`src/rtl/ov7670_frame_capture_if.sv`:
```
// Camera pin bundle plus frame-buffer write port for ov7670_frame_capture.
// The master modport is the capture engine; the slave side is the sensor/memory environment.
interface ov7670_frame_capture_if #(
    parameter int unsigned PIX_WIDTH = 8,
    parameter int unsigned DWIDTH    = 16,
    parameter int unsigned AWIDTH    = 32
);
    logic                 cam_pclk;
    logic                 cam_href;
    logic                 cam_vsync;
    logic [PIX_WIDTH-1:0] cam_data;
    logic                 wr_en;
    logic [AWIDTH-1:0]    wr_addr;
    logic [DWIDTH-1:0]    wr_data;

    modport master (
        input  cam_pclk, cam_href, cam_vsync, cam_data,
        output wr_en, wr_addr, wr_data
    );

    modport slave (
        output cam_pclk, cam_href, cam_vsync, cam_data,
        input  wr_en, wr_addr, wr_data
    );
endinterface

```
`src/rtl/ov7670_frame_capture.sv`:
```
// OV7670-class parallel camera capture into a linear frame buffer.
// Optional OV7670_CAPTURE_DECIMATE_EN adds a 'decim' input for 2:1 decimation in both axes.
module ov7670_frame_capture #(
    parameter int unsigned PIX_WIDTH       = 8,
    parameter int unsigned BYTES_PER_PIXEL = 2,
    parameter int unsigned DWIDTH          = 16,
    parameter int unsigned AWIDTH          = 32,
    parameter int unsigned H_ACTIVE        = 640,
    parameter int unsigned V_ACTIVE        = 480
) (
    input  logic                  clk,
    input  logic                  rst,
    input  logic                  enable,
    input  logic                  single_shot,
    input  logic [AWIDTH-1:0]     base_addr,
`ifdef OV7670_CAPTURE_DECIMATE_EN
    input  logic                  decim,
`endif
    ov7670_frame_capture_if.master bus,
    output logic                  busy,
    output logic                  frame_done,
    output logic                  line_overflow,
    output logic                  short_frame,
    output logic [15:0]           frame_count
);

    localparam int unsigned RAW_W = BYTES_PER_PIXEL * PIX_WIDTH;
    localparam int unsigned CW    = 16;
    localparam logic [CW-1:0] H_LIM  = CW'(H_ACTIVE);
    localparam logic [CW-1:0] V_LIM  = CW'(V_ACTIVE);

    typedef enum logic [1:0] {StIdle, StWaitVsync, StCapture} state_t;

    state_t state_q, state_d;

    // Two-flop synchronisers followed by one edge-detect register.
    logic                 pclk_s1, pclk_s2, pclk_d;
    logic                 href_s1, href_s2, href_d;
    logic                 vs_s1, vs_s2, vs_d;
    logic [PIX_WIDTH-1:0] data_s1, data_s2;

    always_ff @(posedge clk or posedge rst) begin
        if (rst) begin
            {pclk_s1, pclk_s2, pclk_d} <= '0;
            {href_s1, href_s2, href_d} <= '0;
            {vs_s1, vs_s2, vs_d}       <= '0;
            data_s1                    <= '0;
            data_s2                    <= '0;
        end else begin
            pclk_s1 <= bus.cam_pclk;
            pclk_s2 <= pclk_s1;
            pclk_d  <= pclk_s2;
            href_s1 <= bus.cam_href;
            href_s2 <= href_s1;
            href_d  <= href_s2;
            vs_s1   <= bus.cam_vsync;
            vs_s2   <= vs_s1;
            vs_d    <= vs_s2;
            data_s1 <= bus.cam_data;
            data_s2 <= data_s1;
        end
    end

    logic sample, href_rise, href_fall, vs_rise, vs_fall;
    assign sample    = pclk_s2 & ~pclk_d & href_s2;
    assign href_rise = href_s2 & ~href_d;
    assign href_fall = ~href_s2 & href_d;
    assign vs_rise   = vs_s2 & ~vs_d;
    assign vs_fall   = ~vs_s2 & vs_d;

    // Stage 1: byte assembly; line/frame events are delayed to stay in step with pixels.
    logic                 phase_q, phase_eff;
    logic [PIX_WIDTH-1:0] first_q;
    logic [RAW_W-1:0]     raw, pix_raw_q;
    logic                 pix_done_q, href_fall_q, vs_rise_q, vs_fall_q;

    assign phase_eff = href_rise ? 1'b0 : phase_q;

    if (BYTES_PER_PIXEL == 2) begin : g_two_bytes
        assign raw = {first_q, data_s2};
    end else begin : g_one_byte
        assign raw = data_s2;
    end

    always_ff @(posedge clk or posedge rst) begin
        if (rst) begin
            phase_q     <= 1'b0;
            first_q     <= '0;
            pix_raw_q   <= '0;
            pix_done_q  <= 1'b0;
            href_fall_q <= 1'b0;
            vs_rise_q   <= 1'b0;
            vs_fall_q   <= 1'b0;
        end else begin
            pix_done_q  <= 1'b0;
            href_fall_q <= href_fall;
            vs_rise_q   <= vs_rise;
            vs_fall_q   <= vs_fall;
            if (href_rise) phase_q <= 1'b0;
            if (sample) begin
                if (BYTES_PER_PIXEL == 1 || phase_eff) begin
                    pix_done_q <= 1'b1;
                    pix_raw_q  <= raw;
                    phase_q    <= 1'b0;
                end else begin
                    first_q <= data_s2;
                    phase_q <= 1'b1;
                end
            end
        end
    end

    logic [DWIDTH-1:0] pix_data;
    if (DWIDTH >= RAW_W) begin : g_zero_ext
        assign pix_data = DWIDTH'(pix_raw_q);
    end else begin : g_trunc
        assign pix_data = pix_raw_q[RAW_W-1 -: DWIDTH];
    end

    // FSM: state register / next state / outputs.
    always_ff @(posedge clk or posedge rst) begin
        if (rst) state_q <= StIdle;
        else     state_q <= state_d;
    end

    always_comb begin
        state_d = state_q;
        unique case (state_q)
            StIdle:      if (enable) state_d = StWaitVsync;
            StWaitVsync: begin
                if (!enable)        state_d = StIdle;
                else if (vs_fall_q) state_d = StCapture;
            end
            StCapture:   if (vs_rise_q) state_d = (single_shot || !enable) ? StIdle : StWaitVsync;
            default:     state_d = StIdle;
        endcase
    end

    logic arm, start, capturing;
    always_comb begin
        busy      = (state_q == StWaitVsync) || (state_q == StCapture);
        arm       = (state_q == StIdle) && (state_d == StWaitVsync);
        start     = (state_q == StWaitVsync) && (state_d == StCapture);
        capturing = (state_q == StCapture);
    end

    // Stage 2: placement, limits and address generation.
    logic [AWIDTH-1:0] base_q, offset, stride;
    logic [CW-1:0]     pix_idx, line_idx, eff_pix, eff_line, lines_seen, h_lim, v_lim;
    logic              keep, overflow_hit;
`ifdef OV7670_CAPTURE_DECIMATE_EN
    logic              decim_q;
`endif

    always_comb begin
        h_lim      = H_LIM;
        v_lim      = V_LIM;
        stride     = AWIDTH'(H_ACTIVE);
        eff_pix    = pix_idx;
        eff_line   = line_idx;
        lines_seen = line_idx;
        keep       = 1'b1;
`ifdef OV7670_CAPTURE_DECIMATE_EN
        if (decim_q) begin
            h_lim      = CW'(H_ACTIVE / 2);
            v_lim      = CW'(V_ACTIVE / 2);
            stride     = AWIDTH'(H_ACTIVE / 2);
            eff_pix    = pix_idx >> 1;
            eff_line   = line_idx >> 1;
            lines_seen = (line_idx + 16'd1) >> 1;
            keep       = ~pix_idx[0] & ~line_idx[0];
        end
`endif
        overflow_hit = (eff_pix >= h_lim) || (eff_line >= v_lim);
        offset       = AWIDTH'(eff_line) * stride + AWIDTH'(eff_pix);
    end

    logic              wr_pend_q, fd_pend_q;
    logic [AWIDTH-1:0] addr_q;
    logic [DWIDTH-1:0] data_q;

    always_ff @(posedge clk or posedge rst) begin
        if (rst) begin
            base_q        <= '0;
            pix_idx       <= '0;
            line_idx      <= '0;
            wr_pend_q     <= 1'b0;
            fd_pend_q     <= 1'b0;
            addr_q        <= '0;
            data_q        <= '0;
            line_overflow <= 1'b0;
            short_frame   <= 1'b0;
`ifdef OV7670_CAPTURE_DECIMATE_EN
            decim_q       <= 1'b0;
`endif
        end else begin
            wr_pend_q <= 1'b0;
            fd_pend_q <= 1'b0;
            if (arm) begin
                line_overflow <= 1'b0;
                short_frame   <= 1'b0;
            end
            if (start) begin
                base_q   <= base_addr;
                pix_idx  <= '0;
                line_idx <= '0;
`ifdef OV7670_CAPTURE_DECIMATE_EN
                decim_q  <= decim;
`endif
            end
            if (capturing) begin
                if (pix_done_q) begin
                    if (overflow_hit) begin
                        line_overflow <= 1'b1;
                    end else if (keep) begin
                        wr_pend_q <= 1'b1;
                        addr_q    <= base_q + offset;
                        data_q    <= pix_data;
                    end
                    // Saturate so runaway lines keep reporting overflow instead of wrapping.
                    if (pix_idx < H_LIM) pix_idx <= pix_idx + 16'd1;
                end
                if (href_fall_q) begin
                    pix_idx <= '0;
                    if (line_idx < V_LIM) line_idx <= line_idx + 16'd1;
                end
                if (vs_rise_q) begin
                    fd_pend_q <= 1'b1;
                    if (lines_seen < v_lim) short_frame <= 1'b1;
                end
            end
        end
    end

    // Stage 3: outputs; frame_done shares this stage so it never precedes a final write.
    always_ff @(posedge clk or posedge rst) begin
        if (rst) begin
            bus.wr_en   <= 1'b0;
            bus.wr_addr <= '0;
            bus.wr_data <= '0;
            frame_done  <= 1'b0;
            frame_count <= '0;
        end else begin
            bus.wr_en  <= wr_pend_q;
            frame_done <= fd_pend_q;
            if (wr_pend_q) begin
                bus.wr_addr <= addr_q;
                bus.wr_data <= data_q;
            end
            if (fd_pend_q) frame_count <= frame_count + 16'd1;
        end
    end

endmodule
```
`src/flat_wrapper.sv`:
```
// flat-port wrapper written by rule: the top's interface ports become plain ports
module ov7670_frame_capture_flat 
#(
    parameter int unsigned PIX_WIDTH       = 8,
    parameter int unsigned BYTES_PER_PIXEL = 2,
    parameter int unsigned DWIDTH          = 16,
    parameter int unsigned AWIDTH          = 32,
    parameter int unsigned H_ACTIVE        = 640,
    parameter int unsigned V_ACTIVE        = 480
)
  (clk, rst, enable, single_shot, base_addr, busy, frame_done, line_overflow, short_frame, frame_count, bus_cam_pclk, bus_cam_href, bus_cam_vsync, bus_cam_data, bus_wr_en, bus_wr_addr, bus_wr_data);
  ov7670_frame_capture_if #(.PIX_WIDTH(PIX_WIDTH), .DWIDTH(DWIDTH), .AWIDTH(AWIDTH)) bus_i ();
  input  logic clk;
  input  logic rst;
  input  logic enable;
  input  logic single_shot;
  input  logic [AWIDTH-1:0] base_addr;
  output logic busy;
  output logic frame_done;
  output logic line_overflow;
  output logic short_frame;
  output logic [15:0] frame_count;
  input wire logic [$bits(bus_i.cam_pclk)-1:0] bus_cam_pclk;
  input wire logic [$bits(bus_i.cam_href)-1:0] bus_cam_href;
  input wire logic [$bits(bus_i.cam_vsync)-1:0] bus_cam_vsync;
  input wire logic [$bits(bus_i.cam_data)-1:0] bus_cam_data;
  output wire logic [$bits(bus_i.wr_en)-1:0] bus_wr_en;
  output wire logic [$bits(bus_i.wr_addr)-1:0] bus_wr_addr;
  output wire logic [$bits(bus_i.wr_data)-1:0] bus_wr_data;
  assign bus_i.cam_pclk = bus_cam_pclk;
  assign bus_i.cam_href = bus_cam_href;
  assign bus_i.cam_vsync = bus_cam_vsync;
  assign bus_i.cam_data = bus_cam_data;
  assign bus_wr_en = bus_i.wr_en;
  assign bus_wr_addr = bus_i.wr_addr;
  assign bus_wr_data = bus_i.wr_data;
  ov7670_frame_capture #(.PIX_WIDTH(PIX_WIDTH), .BYTES_PER_PIXEL(BYTES_PER_PIXEL), .DWIDTH(DWIDTH), .AWIDTH(AWIDTH), .H_ACTIVE(H_ACTIVE), .V_ACTIVE(V_ACTIVE)) u_core (.clk(clk), .rst(rst), .enable(enable), .single_shot(single_shot), .base_addr(base_addr), .bus(bus_i), .busy(busy), .frame_done(frame_done), .line_overflow(line_overflow), .short_frame(short_frame), .frame_count(frame_count));
endmodule
```
`config.mk`:
```
export PLATFORM = sky130hd
export DESIGN_NAME = ov7670_frame_capture_flat
export DESIGN_NICKNAME = d
export VERILOG_FILES = /design/src/rtl/ov7670_frame_capture_if.sv /design/src/rtl/ov7670_frame_capture.sv /design/src/flat_wrapper.sv
export SDC_FILE = /design/constraint.sdc
export NUM_CORES = 1
export LEC_CHECK = 0
export CAP_MARGIN = 10
export CORE_AREA = 2 2 184 114
export CTS_CLUSTER_DIAMETER = 200
export DETAILED_ROUTE_END_ITERATION = 8
export DIE_AREA = 0 0 186 116
export PLACE_DENSITY_LB_ADDON = 0.1
export SYNTH_ARGS = -nofsm -noshare
export SYNTH_HDL_FRONTEND = slang
export SYNTH_SLANG_ARGS = --single-unit
```
`constraint.sdc`:
```
create_clock -name clk -period 21.1 [get_ports clk]
set_input_delay 4.22 -clock clk [delete_from_list [all_inputs] [get_ports clk]]
set_output_delay 4.22 -clock clk [all_outputs]
set_load 0.005 [all_outputs]
```
Word-level counts from Yosys, hierarchy flattened
Cells that the tools add are included.
{"block": "classes", "n_bitwise": 13, "shift": 0, "n_lt_le_gt_ge": 4, "n_eq_ne": 4, "n_mul": 1, "addsub": 5, "n_reduce_logical": 10, "muxes": 33, "n_div": 0}
{"op": "16-bit two-way mux", "count": 9}
{"op": "16-bit by 1-bit adder with 16-bit output, second input constant", "count": 3}
{"op": "32-bit adder", "count": 1}
{"op": "26-bit by 16-bit adder with 27-bit output", "count": 1}
{"op": "16-bit by 3-bit multiplier with 19-bit output, second input constant", "count": 1}
{"op": "1-bit two-way mux", "count": 19}
{"op": "16-bit by 10-bit greater-or-equal comparator with 1-bit output, second input constant", "count": 1}
{"op": "16-bit by 9-bit greater-or-equal comparator with 1-bit output, second input constant", "count": 1}
{"op": "16-bit by 10-bit < comparator with 1-bit output, second input constant", "count": 1}
{"op": "16-bit by 9-bit < comparator with 1-bit output, second input constant", "count": 1}
{"op": "2-bit two-way mux", "count": 4}
{"op": "1-bit inverter", "count": 7}
{"op": "1-bit AND", "count": 6}
{"op": "2-bit case mux with 3 select lines", "count": 1}
{"op": "2-bit by 1-bit equality test with 1-bit output, second input constant", "count": 2}
{"op": "2-bit equality test, second input constant", "count": 2}
{"op": "2-bit AND reduction", "count": 2}
{"op": "1-bit logical OR", "count": 3}
{"op": "3-bit AND reduction", "count": 1}
{"op": "1-bit logical AND", "count": 2}
{"op": "2-bit logical NOT", "count": 1}
{"op": "1-bit logical NOT", "count": 1}
{"block": "word_totals", "register_bits": 238, "ramBits": 0, "latchBits": 0, "out_inout_bits": 69, "n_memories": 0, "mem_bits_ro": 0, "inputBits": 47, "elab_cells": 103}

Longest topological paths before layout
Gate-level depths: netlist (run 1).
{"block": "depth", "word_depth": 12, "ltp_mapped": 25, "depth_no_buf": 25}

Least setup slack after synthesis (run 1)
No wires, ideal clock.
{"block": "synth_timing", "path_kind": "input to register", "startpoint": "input port enable", "endpoint": "register u_core.base_q[10]", "path_stages": 8, "t_required_ns": 20.975, "slack_ns": 15.175, "arrival_time_ns": 5.800, "path_cell_list": "nand2_1 nor2_1 o21ai_0 a21oi_1 nor4bb_1 clkbuf_1 buf_1 mux2_2"}
{"block": "synth_between", "elab_chain_cells": 7}
{"item": "from (decl)", "line_no": "flat_wrapper.sv:15", "rtl": "input logic enable;"}
{"item": "1-bit logical NOT"}
{"item": "1-bit logical OR", "line_no": "ov7670_frame_capture.sv:134", "rtl": "StCapture: if (vs_rise_q) state_d = (single_shot || !enable) ? StIdle : StWaitVsync;"}
{"item": "1-bit two-way mux", "line_no": "ov7670_frame_capture.sv:134"}
{"item": "2-bit two-way mux", "line_no": "ov7670_frame_capture.sv:134"}
{"item": "2-bit case mux with 3 select lines *", "line_no": "ov7670_frame_capture.sv:128", "rtl": "unique case (state_q)"}
{"item": "via u_core.state_d[0]", "line_no": "ov7670_frame_capture.sv:34", "rtl": "state_t state_q, state_d;"}
{"item": "2-bit equality test *", "line_no": "ov7670_frame_capture.sv:143", "rtl": "start = (state_q == StWaitVsync) && (state_d == StCapture);"}
{"item": "1-bit logical AND *", "line_no": "ov7670_frame_capture.sv:143"}
{"item": "to (signal assigned)", "line_no": "ov7670_frame_capture.sv:204", "rtl": "base_q <= base_addr;"}
{"item": "to (decl)", "line_no": "ov7670_frame_capture.sv:148", "rtl": "logic [AWIDTH-1:0] base_q, offset, stride;"}
The timed path passes the listed nets; every way through them passes the cells marked *.
A chain may end at the register's enable or synchronous reset.

==> impl_results.md, run 1 <==
* Post-Syn Instances at 1096
* Die width at 186 um
* Dpl cell area at 13400 sq um
* Cell depth of the worst hold path at 0
* HPWL Detailed at 17.6 mm
* Largest net degree at the start of global routing at 88
* Initial antenna violation count at 0
* Input/output buffers at 115
* Slew Limit Fails at 0
* Post-Route Utilization at 71.1%
* Most common cell after layout, fill and taps aside: dfrtp_1
* Required @ worst endpoint at 21570 ps
* Share of layout cells above drive strength 1 at 13.0%
* Number of gates resized after cts at 0
* Crit path largest cell delay at 870 ps
* Minimum clock period at 6450 ps
* Number of inserted diodes at 0
* Clock buffer depth at 3
* Sequential power share at 32.6%
* Clk network pwr share at 20.9%
* Starting DRT DRC Count at 711
* Post-route antenna net violation count at 0
* Row count at 40
* FFs w/ async S/R, synth at 100%
* PD cells at 131 nW/um^2
* Number of global-route vias before repair at 8149
* Drt wl/cell at 16.7 um
* Period utilization at 30.6%
* Hold worst-path end: u_core.pclk_s2
* Worst r2r path cells at 25
* TritonCTS buffer count at 22
* Setup TNS Final at 0 ps
* Most frequent cells in the layout: dfrtp_1 (237), nand2_1 (140), clkdlybuf4s50_1 (115)
* Area grow syn2layout at 17.8%
* Cts-stage hold buffer count at 0
* R2r setup slk at 15250 ps
* FF-to-FF End: u_core.addr_q[27]
* Clk Latency, worst-skew pair at 510 ps
* Setup Skew at 21.3 ps
* CTS tree: done
* Post-synth net total at 1226
* Yosys warnings at 0
* Clock-pin slew of the registers on the worst-case setup and hold paths at 70 ps
* CP arrival at 6920 ps
* Delay-heaviest family, CP: buffers and inverters
* Post-synth EDFFs at 0
* Core Area at 19800 sq um
* Reg2reg start: u_core.eff_line[1]
* Design Area, Final at 14100 sq um
* RSZ-0062 raised after global routing: false
* Switch Pwr at 0.718 mW
* Final Hold Fails at 0
* Initial core utilization at 60.3%
* Routed WL at 24.9 mm
* Die Y-Extent at 116 um
* CTS Sinks at 238
* Top_reg_cell synth: dfrtp_1
* CP most frequent cell: buf_4
* Cell total after placement at 1457
* Global-route wire length before repair at 41.5 mm
* Full die area at 21600 sq um
* VDD IR-drop max at 0.120 mV
* Hold_sp: u_core.pclk_s1
* Critical Path Sink Type: async pin
* Max_slew headroom at 18.0%
* Comb pwr share at 46.5%
* MaxCap Viol Count at 0
* DR vias at 8440
* Total grt overflow at 0
* H-tree depth at 1
* Leakage at 6.68 nW
* Setup Viol. Count Final at 0
* # DRC at 0
* Final Total Pwr at 1.84 mW
* Post-CTS Setup Bufs at 0
* Unique masters post-synth at 61
* Internal Power at 1.12 mW
* Post-Layout Cell Count at 1494
* Sequential share of the synthesized area at 49.9%
* CTS Root Cell: clkbuf_16
* Crit. Startpoint: rst
* Avg Cell Area, Syn at 10.9 sq um
* Crit-path max FO at 87
* CP max-delay cell: buf_4
* Vias per cell at 5.65
* Drt first pass iters at 5
* Critical-path cell list: clkdlybuf4s50_1 > inv_8 > buf_4 > buf_4
* WP buf/inv at 4
* Global Route Usage Sum at 24.0%
* Mapped Area at 11900 sq um
* Crit start category: input pin
* Fmax achieved at 155 MHz
* Worst hold path class: reg -> reg
* I/O pin count at 116
* Nets at 1338
* Switch share at 39.0%
* Worst-Margin Slew at 1230 ps
* FF+latch count, synth at 238
* Gpl congestion at 0.849
* CP Class: in -> async
* Status: complete, no violations
## how the worst max path moves through the flow
stage | slack [ps] | depth (start not counted) | end
2_1_floorplan | 10350 | 1 | u_core.addr_q[0]
3_3_place_gp | 13970 | 4 | u_core.wr_pend_q
3_5_place_dp | 13940 | 4 | u_core.wr_pend_q
4_1_cts | 14490 | 4 | u_core.wr_pend_q
5_1_grt | 14190 | 4 | u_core.wr_pend_q
6_report | 14650 | 4 | u_core.wr_pend_q
## layer usage
layer  global-route usage, %  share of wire [%]  vias to the layer above
met5                       0                  0                        -
met4                    3.20                1.0                        0
met3                    3.46                4.7                       26
met2                    36.7                 43                      207
met1                    37.5                 51                     4119
li1                        -                  -                     4088
## Yosys cell counts, types with 4 or more instances
cell / n / share of area [%]
ha_1: 80 / 8.4
nand4_1: 16 / 0.84
a21oi_1: 55 / 2.3
nor3_1: 12 / 0.50
nand3_1: 19 / 0.80
o211ai_1: 10 / 0.63
nand2_1: 141 / 4.4
xnor2_1: 36 / 2.6
and3_1: 10 / 0.52
xor2_1: 29 / 2.1
o21ai_0: 74 / 3.1
o31ai_1: 4 / 0.25
buf_1: 8 / 0.25
nand2b_1: 16 / 0.84
clkbuf_1: 23 / 0.72
dfrtp_1: 238 / 50
nor2_1: 46 / 1.4
a211oi_1: 5 / 0.31
or3_1: 4 / 0.21
o21a_1: 9 / 0.57
nor2b_1: 16 / 0.84
and2_1: 14 / 0.73
a31oi_1: 8 / 0.42
inv_1: 38 / 1.2
nor4_1: 5 / 0.26
mux2_2: 105 / 9.9
a21o_1: 21 / 1.3
## sequential cells by signal (all words and copies together), names as in the netlist, 2 cells and up
register,count
u_core.addr_q,32
u_core.base_q,32
u_core.bus.wr_addr,32
u_core.bus.wr_data,16
u_core.data_q,16
u_core.data_s1,8
u_core.data_s2,8
u_core.eff_line,16
u_core.eff_pix,16
u_core.first_q,8
u_core.frame_count,16
u_core.pix_data,16
u_core.state_q,2
## layout make-up
class,count,area [sq um]
Sequential cell,238,5960
Fill cell,1465,5720
Tap cell,273,342
Inverter,38,150
Timing Repair Buffer,119,1180
Clock buffer,29,607
Clock inverter,8,86.3
Multi-Input combinational cell,789,5730
## power by group through the flow
| stage | registers (mW) | logic [mW] | clock network, mW |
|---|---|---|---|
| after detailed placement | 0.606 | 0.839 | 0 |
| after global routing | 0.610 | 0.966 | 0.412 |
| final | 0.600 | 0.856 | 0.385 |
| after floorplan | 0.580 | 0.670 | 0 |
| after CTS | 0.599 | 0.851 | 0.392 |
| after global placement | 0.605 | 0.828 | 0 |
## cells by family after synthesis
group                      count (synthesis)  share of synthesized area (%)
other                                      1                         0.0314
buffers and inverters                     69                           2.17
DFF                                      238                           49.9
xor gates and xnor gates                  65                           4.77
adders and majority gates                 83                           8.90
muxes                                    106                           10.0
AOI/OAI and AO/OA                        214                           11.3
and+or+nand+nor                          320                           12.9
## metrics by stage
stage	setup WS [ps]	hold slack, ps
detailed placement	13940	335
global placement	13970	331
floorplan	10350	331
finish	14650	347
CTS	14490	348
global route	14190	353
No activity file was read; power rests on OpenSTA's default activity.
==> run 2: changes to the inputs <==
- CORE_AREA: 2 2 184 114 -> 2 2 189 117
- DIE_AREA: 0 0 186 116 -> 0 0 191 119
- clock period: 21.1 -> 6.4 ns (I/O delays scaled with it)
==> impl_results.md, run 2 (same netlist as run 1, synthesis figures left out) <==
* Area grow syn2layout at 18.6%
* Critical Path Sink Type: flip-flop
* Reg2reg start: u_core.eff_line[1]
* Full die area at 22700 sq um
* Global Route Usage Sum at 22.7%
* Cts-stage hold buffer count at 0
* Clock-pin slew of the registers on the worst-case setup and hold paths at 70 ps
* Drt wl/cell at 16.4 um
* Die Y-Extent at 119 um
* Gpl congestion at 0.863
* Leakage at 6.72 nW
* WP buf/inv at 1
* Cell depth of the worst hold path at 0
* R2r setup slk at 1070 ps
* Cell total after placement at 1470
* FF-to-FF End: u_core.addr_q[28]
* # DRC at 0
* Starting DRT DRC Count at 500
* Initial antenna violation count at 0
* Number of inserted diodes at 0
* Critical-path cell list: ha_1 > ha_1 > inv_1 > fa_1 > nor2b_1 > o21a_1 > o21a_1 > nor2_1 > ha_1 > nand2_1 > o21ai_0 > nand2_1 > xor2_1 > ha_1 > a21oi_1 > o21ai_0 > a21o_1 > a31oi_1 > o2111a_1 > nor3_1 > or4_1 > nand3_1
* Post-Layout Cell Count at 1511
* Max_slew headroom at 21.8%
* Post-CTS Setup Bufs at 0
* Period utilization at 83.3%
* Nets at 1339
* Setup Skew at 12.1 ps
* Vias per cell at 5.61
* Required @ worst endpoint at 6850 ps
* CTS tree: done
* Routed WL at 24.8 mm
* Hold Slack at 347 ps
* Minimum clock period at 5330 ps
* Registers with the most flip-flops: u_core.addr_q (32), u_core.base_q (32), u_core.bus.wr_addr (32)
* Number of gates resized after cts at 0
* MaxCap Viol Count at 0
* CTS Sinks at 238
* Slew Limit Fails at 0
* Worst-Margin Slew at 1170 ps
* Final Hold Fails at 0
* Row count at 42
* HPWL Detailed at 17.6 mm
* VDD IR-drop max at 0.325 mV
* TritonCTS buffer count at 23
* Fmax achieved at 187 MHz
* Crit-path max FO at 7
* Clk Latency, worst-skew pair at 530 ps
* Status: complete, no violations
* Hold worst-path end: u_core.href_s2
* CP arrival at 5790 ps
* Global-route wire length before repair at 41.8 mm
* Number of global-route vias before repair at 8157
* Crit start category: flip-flop
* Worst r2r path cells at 22
* Input/output buffers at 115
* Most common cell after layout, fill and taps aside: dfrtp_1
* Clock buffer depth at 3
* DR vias at 8478
* H-tree depth at 1
* Largest net degree at the start of global routing at 151
* CTS Root Cell: clkbuf_16
* PD cells at 437 nW/um^2
* CP Class: reg -> reg
* Fill count at 1656
* Crit path largest cell delay at 540 ps
* Delay-heaviest family, CP: compound AO/OA/AOI/OAI gates
* Core Area at 21300 sq um
* Post-route antenna net violation count at 0
* Setup TNS Final at 0 ps
* I/O pin count at 116
* Die width at 191 um
* Initial core utilization at 56.0%
* Total grt overflow at 0
* CP max-delay cell: or4_1
* Share of layout cells above drive strength 1 at 13.5%
* Most frequent cells in the layout: dfrtp_1 (237), nand2_1 (140), clkdlybuf4s50_1 (115)
* RSZ-0062 raised after global routing: false
* Hold_sp: u_core.href_s1
* Crit path depth at 22
* Worst hold path class: reg -> reg
* Setup Viol. Count Final at 0
* Drt first pass iters at 5
* CP most frequent cell: ha_1
## run 2: how the worst max path moves through the flow
stage | start | to
4_1_cts | u_core.eff_line[1] | u_core.addr_q[31]
3_3_place_gp | u_core.eff_line[1] | u_core.addr_q[31]
3_5_place_dp | u_core.eff_line[1] | u_core.addr_q[31]
5_1_grt | u_core.eff_line[1] | u_core.addr_q[31]
6_report | u_core.eff_line[1] | u_core.addr_q[28]
2_1_floorplan | u_core.eff_line[1] | u_core.addr_q[31]
## run 2: report_power, final
group	switching, mW	internal [mW]	total, mW	leakage (nW)
clock network	0.597	0.777	1.37	0.377
logic	1.56	1.25	2.82	3.23
registers	0.242	1.74	1.98	3.11
## run 2: layout make-up
| type | instances | area (sq um) | area share (%) |
|---|---|---|---|
| Timing Repair Buffer | 119 | 1190 | 8.44 |
| Tap cell | 286 | 358 | 2.53 |
| Multi-Input combinational cell | 789 | 5730 | 40.5 |
| Clock buffer | 31 | 666 | 4.71 |
| Clock inverter | 10 | 98.8 | 0.699 |
| Inverter | 38 | 146 | 1.03 |
| Sequential cell | 238 | 5960 | 42.1 |
## run 2: worst register-to-register path, delay by kind of cell, from the launching register on
family / cells / cell delay [ps]
DFF: 1 / 460
xor gates and xnor gates: 1 / 160
and+or+nand+nor: 7 / 1130
AOI/OAI and AO/OA: 8 / 1870
buffers and inverters: 1 / 50
adders and majority gates: 5 / 1580
## run 2: metal layers
layer  track usage (%)  routed length (um)
met1              35.6               12700
met2              33.6               10400
met3              3.21                1250
met4              4.36                 405
met5                 0                   0
## run 2: stage by stage
stage / cell area (sq um) / setup slack (ps) / utilization, % / total power, mW
finish: 14100 / 1070 / 66.5 / 6.18
global route: 14100 / 565 / 66.5 / 6.69
CTS: 14100 / 1120 / 66.5 / 6.19
detailed placement: 13400 / 1160 / 62.9 / 4.78
global placement: 13400 / 1310 / 62.9 / 4.73
floorplan: 11900 / 1660 / - / 4.12
